<file path="config.mk">
export PLATFORM = sky130hd
export DESIGN_NAME = uart_boot_loader
export DESIGN_NICKNAME = d
export VERILOG_FILES = /design/src/rtl/boot_pkg.sv /design/src/rtl/boot_word_pack.sv /design/src/rtl/uart_boot_loader.sv
export SDC_FILE = /design/constraint.sdc
export NUM_CORES = 1
export LEC_CHECK = 0
export ABC_AREA = 0
export BUFFER_PORTS_ARGS = -buffer_cell sky130_fd_sc_hd__clkbuf_2
export CORE_MARGIN = 1
export CORE_UTILIZATION = 35
export CTS_CLUSTER_SIZE = 8
export DETAILED_ROUTE_END_ITERATION = 8
export PLACE_DENSITY = 0.53
export SYNTH_ARGS = -nofsm -noshare
export SYNTH_HDL_FRONTEND = slang
export SYNTH_SLANG_ARGS = --single-unit
export TNS_END_PERCENT = 5
</file>
<file path="constraint.sdc">
create_clock -name clk -period 3.45 [get_ports clk]
set_clock_uncertainty 0.2 [all_clocks]
set_input_delay 0.345 -clock clk [delete_from_list [all_inputs] [get_ports clk]]
set_output_delay 0.345 -clock clk [all_outputs]
set_load 0.02 [all_outputs]
</file>
<file path="src/rtl/boot_pkg.sv">
// Shared types and defaults for the UART boot loader.
//   boot_state_e : frame-parser states
//   boot_err_e   : err_code encoding reported on the top-level port
//   BOOT_SYNC_BYTE / BOOT_TIMEOUT_CYC : default parameter values
package boot_pkg;

    typedef enum logic [3:0] {
        S_IDLE,
        S_ADDR0,
        S_ADDR1,
        S_LEN0,
        S_LEN1,
        S_DATA,
        S_CSUM,
        S_DONE,
        S_ERROR
    } boot_state_e;

    typedef enum logic [1:0] {
        ERR_NONE     = 2'd0,
        ERR_ALIGN    = 2'd1,
        ERR_RANGE    = 2'd2,
        ERR_TMO_CSUM = 2'd3
    } boot_err_e;

    localparam logic [7:0] BOOT_SYNC_BYTE   = 8'hA5;
    localparam int         BOOT_TIMEOUT_CYC = 1000000;

endpackage

</file>
<file path="src/rtl/boot_word_pack.sv">
// Byte-to-word packer. Bytes fill lanes 0..BPW-1 (little-endian); the
// registered word_valid_o pulses the cycle after the byte that fills the
// last lane, with the complete word on word_o.
// Ports:
//   clk, reset      : clock, synchronous active-high reset
//   clear_i         : restart at lane 0 (new frame)
//   byte_valid_i    : byte strobe
//   byte_i          : byte to place in the current lane
//   last_lane_o     : current lane is the final one (next byte completes a word)
//   word_valid_o    : one-cycle word-complete strobe
//   word_o          : assembled word
module boot_word_pack #(
    parameter int DATA_W = 32
) (
    input  logic              clk,
    input  logic              reset,
    input  logic              clear_i,
    input  logic              byte_valid_i,
    input  logic [7:0]        byte_i,
    output logic              last_lane_o,
    output logic              word_valid_o,
    output logic [DATA_W-1:0] word_o
);

    localparam int BPW = DATA_W / 8;
    localparam int LW  = (BPW > 1) ? $clog2(BPW) : 1;

    logic [LW-1:0]     lane_q;
    logic [DATA_W-1:0] word_q;
    logic              word_valid_q;

    assign last_lane_o  = (lane_q == LW'(BPW - 1));
    assign word_valid_o = word_valid_q;
    assign word_o       = word_q;

    always_ff @(posedge clk) begin
        if (reset || clear_i) begin
            lane_q       <= '0;
            word_q       <= '0;
            word_valid_q <= 1'b0;
        end else begin
            word_valid_q <= byte_valid_i && last_lane_o;
            if (byte_valid_i) begin
                for (int i = 0; i < BPW; i++) begin
                    if (lane_q == LW'(i)) word_q[i*8 +: 8] <= byte_i;
                end
                lane_q <= last_lane_o ? '0 : lane_q + 1'b1;
            end
        end
    end

endmodule

</file>
<file path="src/rtl/uart_boot_loader.sv">
// Framed program loader: parses SYNC, ADDR(16), LEN(16, words), payload
// and (optionally) CSUM from the UART byte stream and writes assembled
// words to memory. The CPU is held until a frame completes cleanly.
// Optional feature macro: BOOT_CHECKSUM_EN (trailing CSUM byte checked;
// when undefined the frame ends with the last payload word).
// Ports:
//   clk, reset            : clock, synchronous active-high reset
//   rx_valid, rx_data     : received byte strobe / byte
//   mem_we, mem_addr,
//   mem_wdata             : word write port (byte address, BPW-aligned)
//   cpu_hold              : hold CPU in reset while 1
//   busy, done, error     : frame status
//   err_code              : 0 none, 1 misaligned, 2 out of range, 3 timeout/csum
//   word_count            : words written in current/last frame
//   status_led            : last received byte
module uart_boot_loader
    import boot_pkg::*;
#(
    parameter int         DATA_W      = 32,
    parameter int         ADDR_W      = 10,
    parameter logic [7:0] SYNC_BYTE   = BOOT_SYNC_BYTE,
    parameter int         TIMEOUT_CYC = BOOT_TIMEOUT_CYC
) (
    input  logic              clk,
    input  logic              reset,
    input  logic              rx_valid,
    input  logic [7:0]        rx_data,
    output logic              mem_we,
    output logic [ADDR_W-1:0] mem_addr,
    output logic [DATA_W-1:0] mem_wdata,
    output logic              cpu_hold,
    output logic              busy,
    output logic              done,
    output logic              error,
    output logic [1:0]        err_code,
    output logic [15:0]       word_count,
    output logic [7:0]        status_led
);

    localparam int BPW = DATA_W / 8;
    localparam int TW  = $clog2(TIMEOUT_CYC + 1);
    // Range check width: ADDR + LEN*BPW must never wrap.
    localparam int RW  = ADDR_W + 16 + $clog2(BPW + 1) + 1;

    boot_state_e       state_q;
    boot_err_e         err_code_q;
    logic [7:0]        addr_lo_q, len_lo_q, status_led_q;
    logic [ADDR_W-1:0] base_q, mem_addr_q;
    logic [15:0]       len_q, word_count_q;
    logic [TW-1:0]     tmo_q;
    logic              cpu_hold_q, busy_q, done_q, error_q;

    logic              start, feed, aligned, range_bad, last_word, tmo_hit;
    logic              pack_last;
    logic [ADDR_W-1:0] base_in;
    logic [15:0]       len_in;

    assign base_in   = ADDR_W'({rx_data, addr_lo_q});
    assign len_in    = {rx_data, len_lo_q};
    assign aligned   = (base_in % ADDR_W'(BPW)) == '0;
    assign range_bad = (RW'(base_q) + RW'(len_in) * RW'(BPW)) > (RW'(1) << ADDR_W);
    assign last_word = (word_count_q + 16'd1) == len_q;
    assign start     = rx_valid && (rx_data == SYNC_BYTE) &&
                       (state_q == S_IDLE || state_q == S_DONE || state_q == S_ERROR);
    assign feed      = rx_valid && (state_q == S_DATA);
    // A byte arriving on the expiry cycle wins over the timeout.
    assign tmo_hit   = busy_q && !rx_valid && (tmo_q == TW'(TIMEOUT_CYC - 1));

`ifdef BOOT_CHECKSUM_EN
    logic [7:0] sum_q;
    logic       csum_ok;
    assign csum_ok = 8'(sum_q + rx_data) == 8'h00;
`endif

    boot_word_pack #(.DATA_W(DATA_W)) u_pack (
        .clk          (clk),
        .reset        (reset),
        .clear_i      (start),
        .byte_valid_i (feed),
        .byte_i       (rx_data),
        .last_lane_o  (pack_last),
        .word_valid_o (mem_we),
        .word_o       (mem_wdata)
    );

    always_ff @(posedge clk) begin
        if (reset) begin
            state_q      <= S_IDLE;
            err_code_q   <= ERR_NONE;
            addr_lo_q    <= '0;
            len_lo_q     <= '0;
            status_led_q <= '0;
            base_q       <= '0;
            mem_addr_q   <= '0;
            len_q        <= '0;
            word_count_q <= '0;
            tmo_q        <= '0;
            cpu_hold_q   <= 1'b1;
            busy_q       <= 1'b0;
            done_q       <= 1'b0;
            error_q      <= 1'b0;
`ifdef BOOT_CHECKSUM_EN
            sum_q        <= '0;
`endif
        end else begin
            if (rx_valid) status_led_q <= rx_data;

            if (rx_valid || !busy_q) tmo_q <= '0;
            else                     tmo_q <= tmo_q + 1'b1;

`ifdef BOOT_CHECKSUM_EN
            if (start)                  sum_q <= '0;
            else if (rx_valid && busy_q) sum_q <= sum_q + rx_data;
`endif

            case (state_q)
                S_IDLE, S_DONE, S_ERROR: begin
                    if (start) begin
                        state_q      <= S_ADDR0;
                        cpu_hold_q   <= 1'b1;
                        busy_q       <= 1'b1;
                        done_q       <= 1'b0;
                        error_q      <= 1'b0;
                        err_code_q   <= ERR_NONE;
                        word_count_q <= '0;
                    end
                end
                default: begin
                    if (rx_valid) begin
                        case (state_q)
                            S_ADDR0: begin
                                addr_lo_q <= rx_data;
                                state_q   <= S_ADDR1;
                            end
                            S_ADDR1: begin
                                if (!aligned) begin
                                    state_q    <= S_ERROR;
                                    error_q    <= 1'b1;
                                    busy_q     <= 1'b0;
                                    err_code_q <= ERR_ALIGN;
                                end else begin
                                    base_q  <= base_in;
                                    state_q <= S_LEN0;
                                end
                            end
                            S_LEN0: begin
                                len_lo_q <= rx_data;
                                state_q  <= S_LEN1;
                            end
                            S_LEN1: begin
                                len_q <= len_in;
                                if (range_bad) begin
                                    state_q    <= S_ERROR;
                                    error_q    <= 1'b1;
                                    busy_q     <= 1'b0;
                                    err_code_q <= ERR_RANGE;
                                end else if (len_in != 16'd0) begin
                                    state_q <= S_DATA;
                                end else begin
`ifdef BOOT_CHECKSUM_EN
                                    state_q <= S_CSUM;
`else
                                    state_q    <= S_DONE;
                                    done_q     <= 1'b1;
                                    cpu_hold_q <= 1'b0;
                                    busy_q     <= 1'b0;
`endif
                                end
                            end
                            S_DATA: begin
                                // Word completes now; the packer drives mem_we
                                // next cycle, aligned with these registers.
                                if (pack_last) begin
                                    mem_addr_q   <= base_q + ADDR_W'(int'(word_count_q) * BPW);
                                    word_count_q <= word_count_q + 16'd1;
                                    if (last_word) begin
`ifdef BOOT_CHECKSUM_EN
                                        state_q <= S_CSUM;
`else
                                        state_q    <= S_DONE;
                                        done_q     <= 1'b1;
                                        cpu_hold_q <= 1'b0;
                                        busy_q     <= 1'b0;
`endif
                                    end
                                end
                            end
`ifdef BOOT_CHECKSUM_EN
                            S_CSUM: begin
                                busy_q <= 1'b0;
                                if (csum_ok) begin
                                    state_q    <= S_DONE;
                                    done_q     <= 1'b1;
                                    cpu_hold_q <= 1'b0;
                                end else begin
                                    state_q    <= S_ERROR;
                                    error_q    <= 1'b1;
                                    err_code_q <= ERR_TMO_CSUM;
                                end
                            end
`endif
                            default: state_q <= S_IDLE;
                        endcase
                    end else if (tmo_hit) begin
                        state_q    <= S_ERROR;
                        error_q    <= 1'b1;
                        busy_q     <= 1'b0;
                        err_code_q <= ERR_TMO_CSUM;
                    end
                end
            endcase
        end
    end

    assign mem_addr   = mem_addr_q;
    assign cpu_hold   = cpu_hold_q;
    assign busy       = busy_q;
    assign done       = done_q;
    assign error      = error_q;
    assign err_code   = err_code_q;
    assign word_count = word_count_q;
    assign status_led = status_led_q;

endmodule
</file>
==> results.json <==
{
  "synth_seq_cells": 141,
  "combPwrFrac_pct": 5.1,
  "min_path_type": "in -> reg",
  "core.rowCount": 51,
  "syn_nets": 929,
  "route.detailed.drc": 0,
  "start_util_pct": 36.02,
  "synth_ff_type": "dfxtp_1",
  "layout_commonest_cell": "nand2_1",
  "cp-start-kind": "register",
  "area_growth_syn_to_layout_pct": 21.51,
  "cts_tree": "done",
  "hold_viol_final": 0,
  "multi_input_area_mm2": 0.003996,
  "crit_top_cell": "or4_4",
  "cts_buffers": 17,
  "rsz0062_at_grt": "false",
  "switchingPower_mw": 0.9427,
  "fmaxAchievable_ghz": 0.2978,
  "drv_cap": 0,
  "finalSetupTns_ps": 0,
  "cpPeakStageDelay_ps": 520,
  "place_congestion": 0.9330,
  "critPathMaxFanout": 3,
  "path_clk_slew_ps": 60,
  "fin_nets": 1015,
  "status": "finished clean",
  "wl_per_cell_um": 16.85,
  "dp.cells": 1227,
  "worstPathRequired_ps": 3520,
  "dr.pass1.iters": 5,
  "io_pins": 84,
  "syn_inst": 895,
  "power_mw": 3.870,
  "cts_root_buf": "clkbuf_16",
  "worstSetupPathType": "reg -> reg",
  "grtUsageTotal_pct": 21.75,
  "die_area_mm2": 0.02073,
  "clkSinkCount": 141,
  "routed-via-count": 6629,
  "setup_violations": 0,
  "synth.distinct_cells": 63,
  "syn_area_mm2": 0.007057,
  "drt_wl_total_um": 21220,
  "power.density_mw_per_mm2": 451.3,
  "slew_headroom_pct": 37.04,
  "antenna_cells": 0,
  "post-route-period-util_pct": 97.32,
  "synth_warnings": 0,
  "cp_slowest_cell": "or4_4",
  "seq_area_frac_synth_pct": 40.00,
  "clock_latency_ps": 430,
  "dp_hpwl_um": 15040,
  "ff_latch_area_mm2": 0.002823,
  "core_area_mm2": 0.01959,
  "drive_gt1_share_pct": 17.40,
  "p_clk_share_pct": 51.9,
  "antenna_found_initial": 0,
  "p_int_mw": 2.927,
  "antenna_left": 0,
  "post_cts_buffers": 0,
  "cp-end-kind": "register",
  "syn_area_per_cell_um2": 7.885,
  "cp_top_family": "simple AND/OR/NAND/NOR gates",
  "grt_overflow": 0,
  "period_minus_slack_ps": 3357,
  "synthArstFlopShare_pct": 0,
  "stdcell_count": 1259,
  "htreeDepth": 4,
  "grt_pass1_vias": 6342,
  "grt_max_degree": 85,
  "drt_iter0_drc": 510,
  "die_h_um": 144.0,
  "p_leak_nw": 3.294,
  "worstMarginPinSlew_ps": 944.5,
  "synth_edf_count": 0,
  "switching_share_pct": 24.36,
  "avgViaCountPerCell": 5.265,
  "clock_path_buffers": 2,
  "vdd_ir_drop_max_mv": 0.3272,
  "path_buf_inv": 0,
  "final_cell_mix": "nand2_1, dfxtp_1, a21oi_1",
  "die_w_um": 144.0,
  "path_cells": "ha_2 > fa_2 > a211oi_2 > or4_4 > a211oi_4 > or3b_1 > a32o_2 > or4_4 > nand3_1 > a21oi_1",
  "portBuffers": 83,
  "grt_pass1_wl_um": 34400,
  "arrival_ps": 3430,
  "fillers": 2008,
  "power_frac_seq_pct": 43.0,
  "slew_viol_final": 0,
  "ctsHoldBuffers": 0
}
[routing by layer]
metal / vias up / GRT usage (%) / share of wire (%)
met3: 19 / 3.940 / 4.6
met2: 142 / 35.27 / 47
li1: 3312 / - / -
met4: 0 / 7.223 / 1.2
met5: - / 0 / 0
met1: 3156 / 29.00 / 48
[cell type report]
class / instances / share of cell area, %
Tap cell: 265 / 3.867
Clock buffer: 17 / 4.961
Clock inverter: 15 / 2.422
Timing Repair Buffer: 123 / 8.347
Inverter: 20 / 0.8755
Multi-Input combinational cell: 678 / 46.61
Sequential cell: 141 / 32.92
[stage by stage]
| stage | cell area, um^2 | setup WS, ps | util (%) | hold slack, ps |
|---|---|---|---|---|
| global placement | 7894 | 110.6 | 40.30 | 240.7 |
| floorplan | 7057 | 225.4 | - | 230.0 |
| finish | 8574 | 92.55 | 43.77 | 113.2 |
| global route | 8574 | 1.675 | 43.77 | 106.5 |
| detailed placement | 7894 | 89.75 | 40.30 | 247.4 |
| CTS | 8527 | 61.37 | 43.53 | 92.05 |
[worst paths after layout]
check	from	endpoint	slack, ps	cells after the start
setup / recovery	base_q[2]	error	90	10
hold / removal	rx_data[1]	len_q[9]	110	3
hold reg to reg	mem_addr[6]	mem_addr[6]	250	2
setup reg to reg	base_q[2]	error	90	10
[logic make-up after synthesis]
logic type,count (synthesis),share of synthesized area (%)
buf+inv,76,4.166
flops,141,40.00
mux,28,4.060
simple gates,381,25.37
compound gates,204,16.90
fa+ha+maj,23,4.291
xor+xnor,42,5.213
[cell usage after synthesis, types with 7 or more instances]
cell	number	area [um^2]
a211oi_1	7	52.55
o21ai_0	38	190.2
nor2_1	86	322.8
and3_1	12	75.07
nor4_1	11	68.82
mux2i_1	26	260.3
nor2b_1	7	43.79
clkbuf_1	50	187.7
nand3_1	54	270.3
dfxtp_1	141	2823
xor2_1	21	183.9
nand2_1	143	536.8
or3_1	14	87.58
o211ai_1	8	60.06
nor3_1	13	65.06
a21oi_1	108	540.5
ha_1	21	262.8
xnor2_1	21	183.9
nand4_1	11	68.82
inv_1	20	75.07
[worst min-delay path, cell delays in order]
cell      delay (ps)
clkbuf_2         190
nand2_1          100
a21oi_1           50
[sequential cells by signal, summed over array words and instances (netlist names)]
register,count
tmo_q,20
u_pack.lane_q,2
mem_addr,10
word_count,16
status_led,8
done,1
len_q,16
u_pack.word_o,32
addr_lo_q,8
cpu_hold,1
busy,1
err_code,2
len_lo_q,8
base_q,10
error,1
u_pack.word_valid_o,1
state_q,4
[power by group through the flow]
stage / logic, mW / registers (mW) / clock network (mW)
finish: 0.197 / 1.66 / 2.01
floorplan: 0.120 / 1.70 / 0
global route: 0.211 / 1.67 / 2.11
global placement: 0.196 / 1.70 / 0
detailed placement: 0.196 / 1.70 / 0
CTS: 0.197 / 1.66 / 2.04
[timing repair]
item                                    CTS  global route
endpoints found under the setup margin    0             6
hold endpoints to repair                  0             0
gates resized for setup                   0            11
(Power assumes the default switching activity.)
